<file path="src/rtl/ps2_ascii_decoder_if.sv">
`default_nettype none
// ============================================================================
//  Module      : ps2_ascii_decoder_if
//  Description : Bundles the scan-code input handshake and the character FIFO
//                read side of ps2_ascii_decoder. The master drives scan codes,
//                pops and overflow clear; the slave (decoder) returns the rest.
//  Revision    : 1.0 - initial release
// ============================================================================
interface ps2_ascii_decoder_if;
    logic [7:0] ps2_data;
    logic       ps2_ready;
    logic       ps2_rdn;
    logic       rd;
    logic [6:0] ascii;
    logic       valid;
    logic       overflow;
    logic       clr_ovf;
    logic       shift_st;
    logic       caps_st;

    modport master (
        output ps2_data, ps2_ready, rd, clr_ovf,
        input  ps2_rdn, ascii, valid, overflow, shift_st, caps_st
    );

    modport slave (
        input  ps2_data, ps2_ready, rd, clr_ovf,
        output ps2_rdn, ascii, valid, overflow, shift_st, caps_st
    );
endinterface
`default_nettype wire

</file>
<file path="src/rtl/ps2_ascii_decoder.sv">
`default_nettype none
// ============================================================================
//  Module      : ps2_ascii_decoder
//  Description : Pops PS/2 set-2 scan codes, tracks break/extended prefixes,
//                Shift and Caps Lock, translates printable make codes to 7-bit
//                ASCII and buffers the characters in a small FIFO.
//  Revision    : 1.0 - initial release
// ============================================================================
module ps2_ascii_decoder #(
    parameter int FIFO_AW = 3
) (
    input  logic               clk,
    input  logic               clrn,
    ps2_ascii_decoder_if.slave bus
);
    localparam int DEPTH = 2 ** FIFO_AW;

    typedef enum logic [1:0] {
        S_IDLE   = 2'd0,
        S_ACK    = 2'd1,
        S_DECODE = 2'd2,
        S_WAIT   = 2'd3
    } state_t;

    state_t               state_q,   state_d;
    logic [7:0]           code_q,    code_d;
    logic                 ps2_rdn_q, ps2_rdn_d;
    logic                 brk_q,     brk_d;
    logic                 ext_q,     ext_d;
    logic                 shift_q,   shift_d;
    logic                 caps_q,    caps_d;
    logic                 ovf_q,     ovf_d;
    logic [FIFO_AW-1:0]   wr_ptr_q,  wr_ptr_d;
    logic [FIFO_AW-1:0]   rd_ptr_q,  rd_ptr_d;
    logic [FIFO_AW:0]     count_q,   count_d;
    logic [6:0]           mem_q [DEPTH];
    logic [6:0]           mem_d [DEPTH];

    logic                 push;
    logic [6:0]           push_char;
    logic [7:0]           look;
    logic                 do_pop;
    logic                 do_write;
    logic                 full;

    // Selects between the unshifted and shifted character of a key; bit 7 = hit.
    function automatic logic [7:0] pick(input logic sel, input logic [6:0] lo, input logic [6:0] hi);
        return {1'b1, (sel ? hi : lo)};
    endfunction

    // Scan code to ASCII. 'sh' = Shift held, 'up' = letters uppercase.
    function automatic logic [7:0] lookup(input logic [7:0] c, input logic sh, input logic up);
        logic [7:0] r;
        r = 8'h00;
        case (c)
            8'h1C: r = pick(up, 7'h61, 7'h41);  8'h32: r = pick(up, 7'h62, 7'h42);
            8'h21: r = pick(up, 7'h63, 7'h43);  8'h23: r = pick(up, 7'h64, 7'h44);
            8'h24: r = pick(up, 7'h65, 7'h45);  8'h2B: r = pick(up, 7'h66, 7'h46);
            8'h34: r = pick(up, 7'h67, 7'h47);  8'h33: r = pick(up, 7'h68, 7'h48);
            8'h43: r = pick(up, 7'h69, 7'h49);  8'h3B: r = pick(up, 7'h6A, 7'h4A);
            8'h42: r = pick(up, 7'h6B, 7'h4B);  8'h4B: r = pick(up, 7'h6C, 7'h4C);
            8'h3A: r = pick(up, 7'h6D, 7'h4D);  8'h31: r = pick(up, 7'h6E, 7'h4E);
            8'h44: r = pick(up, 7'h6F, 7'h4F);  8'h4D: r = pick(up, 7'h70, 7'h50);
            8'h15: r = pick(up, 7'h71, 7'h51);  8'h2D: r = pick(up, 7'h72, 7'h52);
            8'h1B: r = pick(up, 7'h73, 7'h53);  8'h2C: r = pick(up, 7'h74, 7'h54);
            8'h3C: r = pick(up, 7'h75, 7'h55);  8'h2A: r = pick(up, 7'h76, 7'h56);
            8'h1D: r = pick(up, 7'h77, 7'h57);  8'h22: r = pick(up, 7'h78, 7'h58);
            8'h35: r = pick(up, 7'h79, 7'h59);  8'h1A: r = pick(up, 7'h7A, 7'h5A);
            // digit row: 0..9 / ) ! @ # $ % ^ & * (
            8'h45: r = pick(sh, 7'h30, 7'h29);  8'h16: r = pick(sh, 7'h31, 7'h21);
            8'h1E: r = pick(sh, 7'h32, 7'h40);  8'h26: r = pick(sh, 7'h33, 7'h23);
            8'h25: r = pick(sh, 7'h34, 7'h24);  8'h2E: r = pick(sh, 7'h35, 7'h25);
            8'h36: r = pick(sh, 7'h36, 7'h5E);  8'h3D: r = pick(sh, 7'h37, 7'h26);
            8'h3E: r = pick(sh, 7'h38, 7'h2A);  8'h46: r = pick(sh, 7'h39, 7'h28);
            // punctuation: , . - = ; ' /  and their US shifted pairs
            8'h41: r = pick(sh, 7'h2C, 7'h3C);  8'h49: r = pick(sh, 7'h2E, 7'h3E);
            8'h4E: r = pick(sh, 7'h2D, 7'h5F);  8'h55: r = pick(sh, 7'h3D, 7'h2B);
            8'h4C: r = pick(sh, 7'h3B, 7'h3A);  8'h52: r = pick(sh, 7'h27, 7'h22);
            8'h4A: r = pick(sh, 7'h2F, 7'h3F);
            // control keys are not affected by Shift
            8'h29: r = 8'h80 | 8'h20;           8'h5A: r = 8'h80 | 8'h0D;
            8'h66: r = 8'h80 | 8'h08;           8'h0D: r = 8'h80 | 8'h09;
            8'h76: r = 8'h80 | 8'h1B;
            default: r = 8'h00;
        endcase
        return r;
    endfunction

    // Next-state logic for the scan FSM, modifier tracking and character FIFO.
    always_comb begin
        state_d   = state_q;
        code_d    = code_q;
        ps2_rdn_d = ps2_rdn_q;
        brk_d     = brk_q;
        ext_d     = ext_q;
        shift_d   = shift_q;
        caps_d    = caps_q;
        push      = 1'b0;
        push_char = 7'h00;
        look      = lookup(code_q, shift_q, shift_q ^ caps_q);

        case (state_q)
            S_IDLE: begin
                if (bus.ps2_ready) begin
                    code_d    = bus.ps2_data;
                    ps2_rdn_d = 1'b0;
                    state_d   = S_ACK;
                end
            end
            S_ACK: begin
                ps2_rdn_d = 1'b1;
                state_d   = S_DECODE;
            end
            S_DECODE: begin
                state_d = S_WAIT;
                if (code_q == 8'hF0) begin
                    brk_d = 1'b1;
                end else if (code_q == 8'hE0) begin
                    ext_d = 1'b1;
                end else begin
                    // Prefixes only apply to the byte that immediately follows them.
                    brk_d = 1'b0;
                    ext_d = 1'b0;
                    if (!ext_q && (code_q == 8'h12 || code_q == 8'h59)) begin
                        shift_d = ~brk_q;
                    end
                    if (!ext_q && !brk_q && code_q == 8'h58) begin
                        caps_d = ~caps_q;
                    end
                    if (!brk_q) begin
                        if (ext_q) begin
                            // Keypad Enter is the only extended key that yields a character.
                            push      = (code_q == 8'h5A);
                            push_char = 7'h0D;
                        end else begin
                            push      = look[7];
                            push_char = look[6:0];
                        end
                    end
                end
            end
            S_WAIT: begin
                state_d = S_IDLE;
            end
            default: begin
                state_d = S_IDLE;
            end
        endcase

        full     = (count_q == (FIFO_AW+1)'(DEPTH));
        do_pop   = bus.rd && (count_q != '0);
        // A pop in the same cycle frees the slot the push lands in, even when full.
        do_write = push && (!full || do_pop);

        for (int i = 0; i < DEPTH; i++) begin
            mem_d[i] = mem_q[i];
        end
        if (do_write) begin
            mem_d[wr_ptr_q] = push_char;
        end

        wr_ptr_d = do_write ? wr_ptr_q + FIFO_AW'(1) : wr_ptr_q;
        rd_ptr_d = do_pop   ? rd_ptr_q + FIFO_AW'(1) : rd_ptr_q;

        case ({do_write, do_pop})
            2'b10:   count_d = count_q + (FIFO_AW+1)'(1);
            2'b01:   count_d = count_q - (FIFO_AW+1)'(1);
            default: count_d = count_q;
        endcase

        // A drop wins over a simultaneous clear so no lost character goes unreported.
        if (push && !do_write) begin
            ovf_d = 1'b1;
        end else if (bus.clr_ovf) begin
            ovf_d = 1'b0;
        end else begin
            ovf_d = ovf_q;
        end
    end

    // State registers with asynchronous active-low reset.
    always_ff @(posedge clk or negedge clrn) begin
        if (!clrn) begin
            state_q   <= S_IDLE;
            code_q    <= 8'h00;
            ps2_rdn_q <= 1'b1;
            brk_q     <= 1'b0;
            ext_q     <= 1'b0;
            shift_q   <= 1'b0;
            caps_q    <= 1'b0;
            ovf_q     <= 1'b0;
            wr_ptr_q  <= '0;
            rd_ptr_q  <= '0;
            count_q   <= '0;
            for (int i = 0; i < DEPTH; i++) begin
                mem_q[i] <= 7'h00;
            end
        end else begin
            state_q   <= state_d;
            code_q    <= code_d;
            ps2_rdn_q <= ps2_rdn_d;
            brk_q     <= brk_d;
            ext_q     <= ext_d;
            shift_q   <= shift_d;
            caps_q    <= caps_d;
            ovf_q     <= ovf_d;
            wr_ptr_q  <= wr_ptr_d;
            rd_ptr_q  <= rd_ptr_d;
            count_q   <= count_d;
            for (int i = 0; i < DEPTH; i++) begin
                mem_q[i] <= mem_d[i];
            end
        end
    end

    assign bus.ps2_rdn  = ps2_rdn_q;
    assign bus.ascii    = mem_q[rd_ptr_q];
    assign bus.valid    = (count_q != '0);
    assign bus.overflow = ovf_q;
    assign bus.shift_st = shift_q;
    assign bus.caps_st  = caps_q;
endmodule
`default_nettype wire

</file>
<file path="src/flat_wrapper.sv">
// flat-port wrapper written by rule: the top's interface ports become plain ports
module ps2_ascii_decoder_flat 
#(
    parameter int FIFO_AW = 3
)
  (clk, clrn, bus_ps2_data, bus_ps2_ready, bus_rd, bus_clr_ovf, bus_ps2_rdn, bus_ascii, bus_valid, bus_overflow, bus_shift_st, bus_caps_st);
  ps2_ascii_decoder_if bus_i ();
  input  logic clk;
  input  logic clrn;
  input wire logic [$bits(bus_i.ps2_data)-1:0] bus_ps2_data;
  input wire logic [$bits(bus_i.ps2_ready)-1:0] bus_ps2_ready;
  input wire logic [$bits(bus_i.rd)-1:0] bus_rd;
  input wire logic [$bits(bus_i.clr_ovf)-1:0] bus_clr_ovf;
  output wire logic [$bits(bus_i.ps2_rdn)-1:0] bus_ps2_rdn;
  output wire logic [$bits(bus_i.ascii)-1:0] bus_ascii;
  output wire logic [$bits(bus_i.valid)-1:0] bus_valid;
  output wire logic [$bits(bus_i.overflow)-1:0] bus_overflow;
  output wire logic [$bits(bus_i.shift_st)-1:0] bus_shift_st;
  output wire logic [$bits(bus_i.caps_st)-1:0] bus_caps_st;
  assign bus_i.ps2_data = bus_ps2_data;
  assign bus_i.ps2_ready = bus_ps2_ready;
  assign bus_i.rd = bus_rd;
  assign bus_i.clr_ovf = bus_clr_ovf;
  assign bus_ps2_rdn = bus_i.ps2_rdn;
  assign bus_ascii = bus_i.ascii;
  assign bus_valid = bus_i.valid;
  assign bus_overflow = bus_i.overflow;
  assign bus_shift_st = bus_i.shift_st;
  assign bus_caps_st = bus_i.caps_st;
  ps2_ascii_decoder #(.FIFO_AW(FIFO_AW)) u_core (.clk(clk), .clrn(clrn), .bus(bus_i));
endmodule
</file>
<file path="config.mk">
export PLATFORM = sky130hd
export DESIGN_NAME = ps2_ascii_decoder_flat
export DESIGN_NICKNAME = d
export VERILOG_FILES = /design/src/rtl/ps2_ascii_decoder_if.sv /design/src/rtl/ps2_ascii_decoder.sv /design/src/flat_wrapper.sv
export SDC_FILE = /design/constraint.sdc
export NUM_CORES = 1
export LEC_CHECK = 0
export ABC_CLOCK_PERIOD_IN_PS = 10660
export BUFFER_PORTS_ARGS = -buffer_cell sky130_fd_sc_hd__clkbuf_2
export CAP_MARGIN = 30
export CORE_ASPECT_RATIO = 0.8
export CORE_MARGIN = 10
export CORE_UTILIZATION = 42
export CTS_CLUSTER_SIZE = 20
export DETAILED_ROUTE_END_ITERATION = 12
export GPL_ROUTABILITY_DRIVEN = 0
export PLACE_DENSITY_LB_ADDON = 0.08
export RECOVER_POWER = 25
export REMOVE_ABC_BUFFERS = 1
export SLEW_MARGIN = 0
export SYNTH_ARGS = -nofsm -noshare
export SYNTH_HDL_FRONTEND = slang
export SYNTH_SLANG_ARGS = --single-unit
</file>
<file path="constraint.sdc">
create_clock -name clk -period 10.66 [get_ports clk]
set_input_delay 1.599 -clock clk [delete_from_list [all_inputs] [get_ports clk]]
set_output_delay 1.599 -clock clk [all_outputs]
set_load 0.01 [all_outputs]
</file>
# Word level (Yosys, flattened, before mapping)
# Index checks and enable logic that the tools add are counted.
# op_classes
n_addsub	4
mul	0
div_mod_pow	0
magnitude_cmp	3
eq_ne	61
n_shift	0
muxes	70
n_bitwise	7
reduce_logical	24
# op_table
op	count
$pmux 8 s48	1
$eq 8x6->1 const B	23
$mux 6	26
$eq 8x7->1 const B	19
$mux 7	11
$eq 8x5->1 const B	8
$mux 5	12
$bwmux 56	1
$bmux 7 s3	1
$demux 7 s3	1
$eq 8x8->1 const B	2
$mux 1	12
$eq 8x4->1 const B	1
$ge 4x4->1 const B	2
$not 3->4	2
$pmux 2 s4	1
$pmux 4 s2	1
$reduce_and 2->1	4
$reduce_and 4->1	2
$logic_and 1x1->1	7
$add 3x1->3 const B	2
$eq 2x2->1 const B	3
$reduce_bool 2->1	3
$add 4x1->4 const B	1
other kinds (15)	23
# word_totals
reg_bits	82
latch_bits	0
ramBits	0
romBits	0
input_bits	13
out_inout_bits	12
word_cells	188
n_memories	0

# Longest topological paths before layout
# depth
ltp_word	12
depth_mapped	17
ltp_nobuf	14

# Worst setup path before layout
# Ideal clock, no wire load.
# synth_path
kind	input port to flip-flop
from	input port bus_rd
to	register u_core.count_q[2]
setup_ps	125
arrival_time_ps	3541
required_time_ps	10535
setup_slack_ps	6994
path_stages	11
cell_sequence	nand3b_1 > nand3_1 > nor2_1 > inv_1 > ha_1 > xor2_1 > ha_1 > a21oi_1 > xor2_1 > nor2_1 > xor2_1
# synth_between
elab_chain_len	5
word_cells_on_any_way	7
classes_between	eq/ne: 2; mux: 1; reduce/logical: 4
# synth_rtl
item	line_no	source
start: declaration	flat_wrapper.sv:12	input wire logic [$bits(bus_i.rd)-1:0] bus_rd;
$logic_and 1x1->1 (*)	ps2_ascii_decoder.sv:151	do_pop = bus.rd && (count_q != '0);
$logic_or 1x1->1	ps2_ascii_decoder.sv:153	do_write = push && (!full || do_pop);
$logic_and 1x1->1	ps2_ascii_decoder.sv:153	
$eq 2x1->1 / $eq 2x2->1 (equally long branches)	ps2_ascii_decoder.sv:165	case ({do_write, do_pop})
$pmux 4 s2 / $reduce_bool 2->1 (equally long branches)	n/a	
end signal: assignment	ps2_ascii_decoder.sv:209	count_q <= count_d;
end: declaration	ps2_ascii_decoder.sv:35	logic [FIFO_AW:0] count_q, count_d;
# Every way passes the cells marked *; elsewhere a longest branch is shown, timed or not.
# A chain may end at the register's enable or synchronous reset.

==> impl_metrics.env <==
export IMPL_antenna_violations_before_repair=0
export IMPL_dp_hpwl_um=8830
export IMPL_setup_crit_path_kind="primary input to async pin"
export IMPL_cp_data_required_time_ns=10.26
export IMPL_cp_slowest_cell="sky130_fd_sc_hd__clkbuf_1"
export IMPL_clk_path_buf_depth=2
export IMPL_crit_family="buffers and inverters"
export IMPL_cp_buffers_inverters=2
export IMPL_end_point_of_the_critical_path="u_core.mem_q[11]"
export IMPL_synth_warning_count=0
export IMPL_number_of_antenna_repair_diodes=0
export IMPL_post_cts_resize_count=0
export IMPL_synthMostInstantiatedCell="sky130_fd_sc_hd__dfrtp_1"
export IMPL_h_tree_depth=3
export IMPL_proportion_of_synthesized_chip_area_in_sequential_cells=0.387
export IMPL_via_count_of_the_first_global_routing_pass=3894
export IMPL_cp_end_kind="async pin"
export IMPL_floorplan_initialDensity=0.432
export IMPL_relative_contribution_of_the_clock_network_to_total_power=0.208
export IMPL_maximum_number_of_pins_on_one_net_before_global_route_repair=70
export IMPL_sw_power_mw=0.637
export IMPL_fp_row_count=36
export IMPL_critical_path_reg2reg_endpoint="u_core.count_q[2]"
export IMPL_p_comb_frac=0.427
export IMPL_grt_first_pass_wirelength_um=21500
export IMPL_critical_path_max_stage_delay_ns=2.66
export IMPL_vdd_drop_max_mv=0.199
export IMPL_globalRoute_busiestLayer="met2"
export IMPL_grt_overflow=0
export IMPL_core_area_um2=12300
export IMPL_antenna_violating_nets_post_route=0
export IMPL_hold_path_class="flip-flop to flip-flop"
export IMPL_maxCapViolCount=1
export IMPL_portBuffers=24
export IMPL_synth_top_cells_by_count="81 x sky130_fd_sc_hd__dfrtp_1, 60 x sky130_fd_sc_hd__mux2_2, 23 x sky130_fd_sc_hd__a21oi_1"
export IMPL_share_seq_of_total_power=0.365
export IMPL_finalWorstPathRequiredPeriod_ns=5.35
export IMPL_netlist_cell_type_count=70
export IMPL_crit_fanout=69
export IMPL_postSynthRegisterBits=82
export IMPL_drt_wirelength_per_cell_um=19.7
export IMPL_power_internal_mw=0.871
export IMPL_gr_usage_met1=0.215
export IMPL_avgSynthCellArea_um2=11.2
export IMPL_reg2reg_slack_ns=6.45
export IMPL_critical_path_arrival_ns=4.94
export IMPL_holdWs_ns=0.491
export IMPL_ys_dominant_reg_cell="sky130_fd_sc_hd__dfrtp_1"
export IMPL_ctsHoldBuffers=0
export IMPL_die_area_um2=17600
export IMPL_boundaryPins=25
export IMPL_finalClockSkew_ns=0.00596
export IMPL_final_max_slew_violation_count=70
export IMPL_relSlewSlack=-1.46
export IMPL_drc=0
export IMPL_finalWirelength_um=12900
export IMPL_startpoint="clrn"
export IMPL_run_status="complete, but fails checks"
export IMPL_detailedRoute_firstIterationViolations=448
export IMPL_clock_tree_from_tritoncts="built"
export IMPL_failed_checks="capacitance limit, slew limit"
export IMPL_rsz_0062_raised_after_global_routing="no"
export IMPL_synthDominantAreaCellType="sky130_fd_sc_hd__dfrtp_1"
export IMPL_cts_root_buf="sky130_fd_sc_hd__clkbuf_16"
export IMPL_layout_nets=499
export IMPL_drtPass1Iterations=5
export IMPL_ys_async_sr_fraction=1.00
export IMPL_timing_final_setup_violations=0
export IMPL_post_synth_main_area_contributors="sky130_fd_sc_hd__dfrtp_1 38%, sky130_fd_sc_hd__mux2_2 13%, sky130_fd_sc_hd__mux4_2 5.9%"
export IMPL_synth_edff_count=0
export IMPL_fraction_of_power_spent_switching_nets=0.422
export IMPL_power_total_mw=1.51
export IMPL_grt_usage=0.151
export IMPL_final_hold_violations=0
export IMPL_tcrit_tclk_final=0.502
export IMPL_die_width_um=146
export IMPL_grt_util_met3=0.0403
export IMPL_worstPathCellList="clkbuf_1 > clkbuf_1"
export IMPL_reg2regPathDepth=15
export IMPL_timing_critical_path_depth=2
export IMPL_worstSkewPairLatency_ns=0.33
export IMPL_syn_inst=474
export IMPL_r2r_start="u_core.code_q[6]"
export IMPL_post_cts_repair_setup_buffers=0
export IMPL_cp_start_kind="primary input"
export IMPL_clk_pin_slew_worst_paths_ns=0.06
export IMPL_cts_num_sinks=82
export IMPL_fin_setup_tns_ns=0
export IMPL_max_freq_ghz=0.187
export IMPL_post_route_cells_drive_above_1_share=0.322
export IMPL_path_common_cell="sky130_fd_sc_hd__clkbuf_1"
export IMPL_cellLeakagePower_nw=2.50
export IMPL_groute_layer_met2_usage=0.217
export IMPL_post_detailed_route_via_to_cell_ratio=5.82
export IMPL_netlist_area_um2=5310
export IMPL_synth_top_cell_area_share=0.382
export IMPL_vias=3801
export IMPL_max_slew_worst_pin_slew_ns=3.69
export IMPL_syn2layout_area_growth_pct=9.49
export IMPL_cts_made_buffers=9
export IMPL_powerDensity_nw_per_um2=259
export IMPL_die_y_um=121
==> sequential cells by signal, indices dropped and copies added, names as in the netlist, 2 cells and up <==
name and cells:
u_core.rd_ptr_q 3, u_core.wr_ptr_q 3, u_core.code_q 8, u_core.state_q 2
u_core.count_q 4, u_core.mem_q 56
==> logic make-up after synthesis <==
family,count (synthesis),synth area share
DFF,82,0.387
adders and majority gates,8,0.0188
and+or+nand+nor,141,0.182
AOI/OAI and AO/OA,85,0.106
buffers and inverters,49,0.0450
xor gates and xnor gates,17,0.0280
muxes,92,0.234
==> power groups by stage <==
stage          clock, mW  combinational [mW]  sequential [mW]
2_1_floorplan          0               0.448            0.531
3_3_place_gp           0               0.616            0.564
3_5_place_dp           0               0.639            0.554
4_1_cts            0.322               0.642            0.547
5_1_grt            0.336               0.711            0.570
6_report           0.313               0.645            0.550
==> cell usage in the layout (no fill, tap or decap), types with 4 or more instances in the layout <==
cell,netlist,routed
sky130_fd_sc_hd__nand4b_1,4,4
sky130_fd_sc_hd__inv_1,11,11
sky130_fd_sc_hd__mux2_4,14,14
sky130_fd_sc_hd__nand4_1,7,7
sky130_fd_sc_hd__nand2_1,21,21
sky130_fd_sc_hd__nand3b_1,4,4
sky130_fd_sc_hd__a21oi_1,23,23
sky130_fd_sc_hd__o21ai_0,17,17
sky130_fd_sc_hd__xor2_1,10,10
sky130_fd_sc_hd__nor2_1,21,21
sky130_fd_sc_hd__mux4_2,14,14
sky130_fd_sc_hd__o31ai_1,4,4
sky130_fd_sc_hd__clkbuf_2,0,23
sky130_fd_sc_hd__ha_1,8,8
sky130_fd_sc_hd__nand2b_1,9,9
sky130_fd_sc_hd__a31oi_1,4,4
sky130_fd_sc_hd__and4bb_2,5,5
sky130_fd_sc_hd__clkbuf_16,0,9
sky130_fd_sc_hd__mux2_2,60,60
sky130_fd_sc_hd__o22ai_1,5,5
sky130_fd_sc_hd__nor2b_1,6,6
sky130_fd_sc_hd__buf_4,3,4
sky130_fd_sc_hd__xnor2_1,7,7
sky130_fd_sc_hd__nand3_1,12,12
sky130_fd_sc_hd__nor3b_1,8,8
sky130_fd_sc_hd__a22oi_1,5,5
sky130_fd_sc_hd__dfrtp_1,81,81
sky130_fd_sc_hd__nor3_1,11,11
==> worst min path at each step <==
stage                       from           endpoint  slack (ns)  depth (start not counted)
2_1_floorplan  u_core.count_q[3]  u_core.count_q[3]        0.45                          1
3_3_place_gp   u_core.count_q[3]  u_core.count_q[3]        0.48                          1
3_5_place_dp   u_core.count_q[3]  u_core.count_q[3]        0.48                          1
4_1_cts        u_core.count_q[3]  u_core.count_q[3]        0.49                          1
5_1_grt        u_core.count_q[3]  u_core.count_q[3]        0.51                          1
6_report       u_core.count_q[3]  u_core.count_q[3]        0.49                          1
==> layer usage <==
| metal | vias up | wire length, um |
|---|---|---|
| li1 | 1800 | - |
| met1 | 1835 | 6180 |
| met2 | 144 | 5510 |
| met3 | 22 | 936 |
| met4 | 0 | 220 |
| met5 | - | 0 |
==> final cells by class <==
| cell class | instances | area (um^2) |
|---|---|---|
| fillers | 1114 | 6480 |
| well taps | 171 | 214 |
| clock buffers | 11 | 253 |
| inverters | 11 | 41.3 |
| flip-flops and latches | 82 | 2050 |
| multi-input cells | 343 | 3020 |
| clock inverters | 4 | 51.3 |
| repair buffers | 31 | 184 |
==> stage by stage <==
step / cell area, um^2 / setup slack [ns] / util / std cells
2_1_floorplan: 5110 / 6.43 / - / 436
3_3_place_gp: 5480 / 6.36 / 0.446 / 635
3_5_place_dp: 5540 / 6.19 / 0.450 / 637
4_1_cts: 5840 / 6.18 / 0.475 / 652
5_1_grt: 5820 / 4.35 / 0.473 / 653
6_report: 5820 / 5.31 / 0.473 / 653
Note: power is estimated with default switching activity, not from simulation.
